--- config.mk ---
export PLATFORM = sky130hd
export DESIGN_NAME = out_port_capture
export DESIGN_NICKNAME = d
export VERILOG_FILES = /design/src/rtl/out_port_capture.sv
export SDC_FILE = /design/constraint.sdc
export NUM_CORES = 1
export LEC_CHECK = 0
export ABC_CLOCK_PERIOD_IN_PS = 7300
export BUFFER_PORTS_ARGS = -buffer_cell sky130_fd_sc_hd__buf_2
export CAP_MARGIN = 25
export CORE_ASPECT_RATIO = 1.5
export CORE_MARGIN = 2
export CORE_UTILIZATION = 60
export CTS_CLUSTER_DIAMETER = 150
export DETAILED_ROUTE_END_ITERATION = 10
export PLACE_DENSITY = 0.77
export SLEW_MARGIN = 0
export SYNTH_ARGS = -nofsm -noshare
export SYNTH_HDL_FRONTEND = slang
export SYNTH_SLANG_ARGS = --single-unit
--- constraint.sdc ---
create_clock -name clock -period 7.3 [get_ports clock]
set_input_delay 0.73 -clock clock [delete_from_list [all_inputs] [get_ports clock]]
set_output_delay 0.73 -clock clock [all_outputs]
set_load 0.05 [all_outputs]
--- src/rtl/out_port_capture.sv ---
// Output-port capture FIFO: records words the processor strobes onto its output
// bus, presents them first-word-fall-through, and reports completion once the
// processor halts and every captured word has been consumed.
//
// Build option: define OUTPORT_WATCHDOG_EN to add a RUN-state cycle watchdog
// that forces the drain phase after WDOG_CYCLES edges; otherwise timeout is 0.
module out_port_capture #(
    parameter int unsigned WIDTH       = 16,
    parameter int unsigned DEPTH       = 16,
    parameter int unsigned WDOG_CYCLES = 1000
) (
    input  logic                     clock,
    input  logic                     resetn,
    input  logic [WIDTH-1:0]         bus,
    input  logic                     bus_enable,
    input  logic                     halt,
    output logic [WIDTH-1:0]         out_data,
    output logic                     out_valid,
    input  logic                     out_ready,
    output logic [$clog2(DEPTH):0]   count,
    output logic                     overflow,
    output logic                     done,
    output logic                     timeout
);

    localparam int unsigned AW = $clog2(DEPTH);

    localparam logic [1:0] StRun   = 2'd0;
    localparam logic [1:0] StDrain = 2'd1;
    localparam logic [1:0] StDone  = 2'd2;

    localparam logic [AW-1:0] PtrOne  = AW'(1);
    localparam logic [AW:0]   CntOne  = (AW+1)'(1);
    localparam logic [AW:0]   CntFull = (AW+1)'(DEPTH);

    logic [1:0]       state_q, state_d;
    logic [AW-1:0]    wr_ptr_q, rd_ptr_q;
    logic [AW:0]      count_q, count_d;
    logic             overflow_q;
    logic [WIDTH-1:0] mem_q [DEPTH];

    logic in_run;
    logic full;
    logic push;
    logic pop;
    logic drop;
    logic wdog_fire;

    assign in_run    = (state_q == StRun);
    assign full      = (count_q == CntFull);
    assign out_valid = (count_q != '0);
    assign pop       = out_valid & out_ready;
    // A pop on the same edge frees the slot, so a full FIFO still accepts the word.
    assign push      = bus_enable & in_run & (~full | pop);
    assign drop      = bus_enable & in_run & full & ~pop;

    assign out_data = mem_q[rd_ptr_q];
    assign count    = count_q;
    assign overflow = overflow_q;
    assign done     = (state_q == StDone);

`ifdef OUTPORT_WATCHDOG_EN
    localparam int unsigned WW = $clog2(WDOG_CYCLES + 1);
    localparam logic [WW-1:0] WdogOne   = WW'(1);
    localparam logic [WW-1:0] WdogLimit = WW'(WDOG_CYCLES);

    logic [WW-1:0] wdog_q, wdog_d;
    logic          timeout_q;

    // Count edges spent in RUN; fire on the edge that reaches the limit.
    always_comb begin
        wdog_d    = in_run ? (wdog_q + WdogOne) : wdog_q;
        wdog_fire = in_run && (wdog_d == WdogLimit);
    end

    // Watchdog counter and sticky timeout flag.
    always_ff @(posedge clock or negedge resetn) begin
        if (!resetn) begin
            wdog_q    <= '0;
            timeout_q <= 1'b0;
        end else begin
            wdog_q    <= wdog_d;
            timeout_q <= timeout_q | wdog_fire;
        end
    end

    assign timeout = timeout_q;
`else
    assign wdog_fire = 1'b0;
    assign timeout   = 1'b0;
`endif

    // Occupancy next state from the push/pop pair.
    always_comb begin
        count_d = count_q;
        case ({push, pop})
            2'b10:   count_d = count_q + CntOne;
            2'b01:   count_d = count_q - CntOne;
            default: count_d = count_q;
        endcase
    end

    // RUN -> DRAIN on halt or watchdog; DRAIN -> DONE once the FIFO is empty.
    always_comb begin
        state_d = state_q;
        case (state_q)
            StRun:   if (halt || wdog_fire) state_d = StDrain;
            StDrain: if (count_d == '0) state_d = StDone;
            StDone:  state_d = StDone;
            default: state_d = StRun;
        endcase
    end

    // Control state: FSM, pointers, occupancy and sticky overflow.
    always_ff @(posedge clock or negedge resetn) begin
        if (!resetn) begin
            state_q    <= StRun;
            wr_ptr_q   <= '0;
            rd_ptr_q   <= '0;
            count_q    <= '0;
            overflow_q <= 1'b0;
        end else begin
            state_q    <= state_d;
            count_q    <= count_d;
            overflow_q <= overflow_q | drop;
            if (push) wr_ptr_q <= wr_ptr_q + PtrOne;
            if (pop)  rd_ptr_q <= rd_ptr_q + PtrOne;
        end
    end

    // Storage array; contents are don't-care while empty, so it is not reset.
    always_ff @(posedge clock) begin
        if (push) mem_q[wr_ptr_q] <= bus;
    end

endmodule

[Word-level counts from Yosys, hierarchy flattened]
Memory sizes are Yosys's and may differ from the RTL's.
Cells that the tools add are included.
Storage, ports and cells
  input bits: 21
  output and inout bits: 25
  bits in writable memories: 256
  register bits after elaboration: 16
  memories kept: 1
Memory list
  mem_q: depth 16, width 16, read ports 1, clocked after Yosys merged registers in 0, wr ports 1, RTL line 40  | logic [WIDTH-1:0] mem_q [DEPTH];
Cells by class
  eq/ne operators: 7
  mux-type cells: 6
  add/sub/neg operators: 4
  bitwise operators: 9
  reductions and logical operators: 4
Operator list (count)
  case mux 5 bit (2 select lines): 1
  adder 4 x 1 -> 4 bit, second input constant: 2
  case mux 2 bit (3 select lines): 1
  adder 5 x 1 -> 5 bit, second input constant: 1
  AND 1 bit: 5
  equality test 5 bit, second input constant: 1
  zero test 5 bit: 1
  nonzero test 5 bit: 1
  subtractor 5 x 1 -> 5 bit, second input constant: 1
  equality test 2 x 1 -> 1 bit, second input constant: 2
  equality test 2 bit, second input constant: 2
  two-way mux 2 bit: 2
  inequality test 2 bit, second input constant: 2
  zero test 2 bit: 1
  two-way mux 1 bit: 2
  NOT 1 bit: 2
  bitwise OR 1 bit: 2
  AND reduction 2 bit: 1

[Depth between registers and ports, before layout]
  depth in word-level cells: 9
  mapped depth: 12

[Least setup slack after synthesis]
Ideal clock, no wire load.
  path type: reg-to-reg
  start: reg count_q[0], in the netlist count[0]
  end: reg state_q[0]
  setup time: 0.127 ns
  setup slack: 3.454 ns
  cell stages (with the launch flop): 12
  buffers on the path: 2
  arrival: 3.718 ns
  cells stage by stage: dfrtp_1 buf_6 or4_4 buf_6 o21ai_4 nor2_1 ha_1 a211oi_1 or4_1 a311o_1 o32a_1 mux2_1
Between the ends
  longest elaborated chain between the ends: 9
RTL lines
  from (decl): RTL line 38  | logic [AW:0] count_q, count_d;
  from (signal assigned): RTL line 124  | count_q <= count_d;
  nonzero test 5 bit / equality test 5 bit (equally long branches): RTL line 51, 50
  AND 1 bit / NOT 1 bit (equally long branches): RTL line 52, 54
  bitwise OR 1 bit: RTL line 54  | assign push = bus_enable & in_run & (~full | pop);
  AND 1 bit: RTL line 54
  equality test 2 x 1 -> 1 bit / equality test 2 bit (equally long branches): RTL line 96  | case ({push, pop})
  case mux 5 bit (2 select lines) *: RTL line 96
  via count_d[4]: RTL line 38
  zero test 5 bit *: RTL line 108  | StDrain: if (count_d == '0) state_d = StDone;
  inequality test 2 bit (no source line) *
  AND reduction 2 bit (no source line) *
  to (signal assigned): RTL line 117  | state_q <= StRun;
  to (signal assigned): RTL line 123  | state_q <= state_d;
  to (decl): RTL line 36  | logic [1:0] state_q, state_d;
Mark *: on every way through the listed nets, which the timed path passes. The rest lies on a longest branch.
A chain may end at the register's enable or synchronous reset.

[Worst setup path in the final report]
  start: reg rd_ptr_q[0]
  end: out out_data[1]
Between the ends
  longest elaborated chain between the ends: 1
RTL lines
  from (decl): RTL line 37  | logic [AW-1:0] wr_ptr_q, rd_ptr_q;
  from (signal assigned): RTL line 127  | if (pop) rd_ptr_q <= rd_ptr_q + PtrOne;
  memory (16 x 16 bit)
  to (decl): RTL line 17  | output logic [WIDTH-1:0] out_data,
Every way passes these cells.

==> impl_metrics.tcl <==
set metrics [dict create \
    status "finished clean" \
    cp.arrival_ps 3390 \
    drv_slew 0 \
    p_int_mw 3.17 \
    startpoint_type "flop" \
    via_per_inst 6.57 \
    row_count 60 \
    avgSynthCellArea_um2 21.7 \
    pwr-share-clk 0.241 \
    htree_levels 1 \
    drive_gt1_frac 0.314 \
    fmax_ghz 0.243 \
    syn_to_final_growth_pct 13.0 \
    drtIter0Drc 510 \
    yosys.area.top_type "edfxtp_1" \
    maxCapViolations 0 \
    slew_headroom 0.297 \
    endpoint_kind "primary output" \
    grt_antenna_before_repair 0 \
    yosysMostFrequentCell "edfxtp_1" \
    grt_pass1_vias 5575 \
    final_antenna_net_count 0 \
    fin_area_um2 12300 \
    clkSlewWorstSetupHoldPaths_ps 60 \
    cts_root_buf "clkbuf_16" \
    ys.flop_type "edfxtp_1" \
    p_comb_frac 0.349 \
    power_mw 4.85 \
    yosysWarnings 0 \
    critPathMaxFanout 35 \
    async_reset_ff_frac 0.0588 \
    cp-startpoint "rd_ptr_q[0]" \
    ios 46 \
    cts_setup_buffers 0 \
    synth_common_cells "edfxtp_1 (256), mux4_2 (80), and2_1 (17)" \
    hpwl_um 12400 \
    syn_nets 535 \
    synth.area.top_cells "edfxtp_1 (71%), mux4_2 (17%), dfrtp_1 (3.7%)" \
    place_area_um2 11500 \
    fillers 1070 \
    die_width_um 114 \
    swShare 0.346 \
    route.vias.total 5254 \
    grt_max_degree 65 \
    clock_latency_ps 510 \
    fin_crit_ps 4120 \
    hold_slack_ps 143 \
    synth.cell_area_um2 10900 \
    nets 599 \
    synth.distinct_cells 50 \
    start_util 0.609 \
    p_leak_nw 4.05 \
    first_pass_iters 5 \
    pwr-share-seq 0.410 \
    tightest_slew_ps 1060 \
    grt_pass1_wl_um 33600 \
    min_path_type "in -> async" \
    synth-seq-area-share 0.743 \
    synth_edf_count 256 \
    drc_errors 0 \
    postSynthCellCount 501 \
    clock_sinks 272 \
    hold_viol 0 \
    p_sw_mw 1.68 \
    cts_resized 0 \
    cts_tree "done" \
    die_h_um 169 \
    numCtsBuffers 24 \
    design.die.area_um2 19200 \
    n_antenna_cell 0 \
    wl_um 21700 \
    wl_per_cell_um 27.2 \
    overflow 0 \
    synth_top_area_frac 0.707 \
    postCtsHoldBufs 0 \
    finish.utilization 0.688 \
    synth-seq-cells 272 \
    track_usage 0.238 \
    numPortBuffers 44 \
    core_um2 17900 \
    r2r-start "count[0]" \
    skew_ps 11.3 \
    fin_tns_setup_ps 0 \
    period_share 0.565 \
    path_class "reg -> out" \
    rsz0062_at_grt "false" \
    clk_path_buf_depth 3 \
    powerDensity_nw_per_um2 394 \
    peakVddDrop_uv 294 \
    cp.required_ps 6570 \
    place.gp.congestion 0.849 \
    setup_viol 0 \
]
placed cells by master, fill, tap and decap left out, drive strengths merged, types with 2 or more instances in the layout:
| cell type | synthesis | final |
|---|---|---|
| nand4 | 2 | 2 |
| nand2 | 11 | 11 |
| and3 | 2 | 2 |
| a21boi | 2 | 2 |
| dfrtp | 16 | 16 |
| xor2 | 2 | 2 |
| xnor2 | 8 | 8 |
| nor2b | 2 | 2 |
| or4 | 2 | 2 |
| ha | 12 | 12 |
| and2 | 17 | 17 |
| buf | 12 | 62 |
| mux4 | 80 | 80 |
| inv | 7 | 8 |
| edfxtp | 256 | 256 |
| a21oi | 6 | 6 |
| a211oi | 2 | 2 |
| mux2 | 2 | 2 |
| clkbuf | 12 | 29 |
| o211ai | 2 | 2 |
| clkinv | 0 | 12 |
| clkinvlp | 0 | 2 |
| o21ai | 8 | 8 |
| nor2 | 9 | 9 |
| a31oi | 3 | 3 |
| nor3 | 4 | 4 |
power groups by stage:
stage / combinational (mW) / clock [mW] / sequential, mW
after floorplan: 1.37 / 0 / 1.96
after global routing: 1.80 / 1.24 / 2.01
after CTS: 1.69 / 1.18 / 2.00
after global placement: 1.63 / 0 / 2.02
final: 1.69 / 1.17 / 1.99
after detailed placement: 1.68 / 0 / 2.03
critical path, cell delays in order, from the launching register on:
cell and delay (ps):
dfrtp_4 840, buf_4 660, mux4_2 570, mux4_2 500, buf_2 230
worst paths after layout:
kind                               end  cells past startpoint  slack (ps)
max                        out_data[1]                      4        3180
min                        wr_ptr_q[0]                      1         140
max reg2reg                 state_q[1]                      9        3520
min reg2reg                   overflow                      1         490
max in group asynchronous  rd_ptr_q[0]                      1        6830
min in group clock            overflow                      1         490
state kept, by name, indices dropped and copies added (netlist names):
name and count:
overflow 1, mem_q 256, state_q 2, wr_ptr_q 4
rd_ptr_q 4, count 5
per-stage QoR:
stage / std cells / setup WS (ps)
2_1_floorplan: 501 / 3450
3_3_place_gp: 747 / 3640
3_5_place_dp: 753 / 3550
4_1_cts: 797 / 3100
5_1_grt: 800 / 2930
6_report: 800 / 3180
final cells by class:
cell class	instances	area, um2	area share
clock buffers	29	641	0.0521
clock inverters	15	78.8	0.00641
inverters	7	26.3	0.00214
multi-input cells	198	2660	0.216
flip-flops and latches	272	8090	0.659
well taps	217	272	0.0221
repair buffers	62	523	0.0426
per-layer routing:
layer / routed length [um] / vias up / global-route usage
met2: 11700 / 238 / 0.404
li1: - / 2223 / -
met4: 632 / 0 / 0.0795
met5: 0 / - / 0
met3: 1400 / 51 / 0.0333
met1: 8010 / 2742 / 0.323
kinds of logic (layout without fill, tap and decap cells):
| family | count (synthesis) | after routing | synth area share |
|---|---|---|---|
| and+or+nand+nor | 56 | 56 | 0.0283 |
| DFF | 272 | 272 | 0.743 |
| other | 1 | 1 | 0.000345 |
| buffers and inverters | 31 | 113 | 0.0124 |
| xor gates and xnor gates | 10 | 10 | 0.00805 |
| adders and majority gates | 13 | 13 | 0.0156 |
| AOI/OAI and AO/OA | 35 | 35 | 0.0232 |
| muxes | 83 | 83 | 0.169 |
Power figures use the tool's default switching activity.
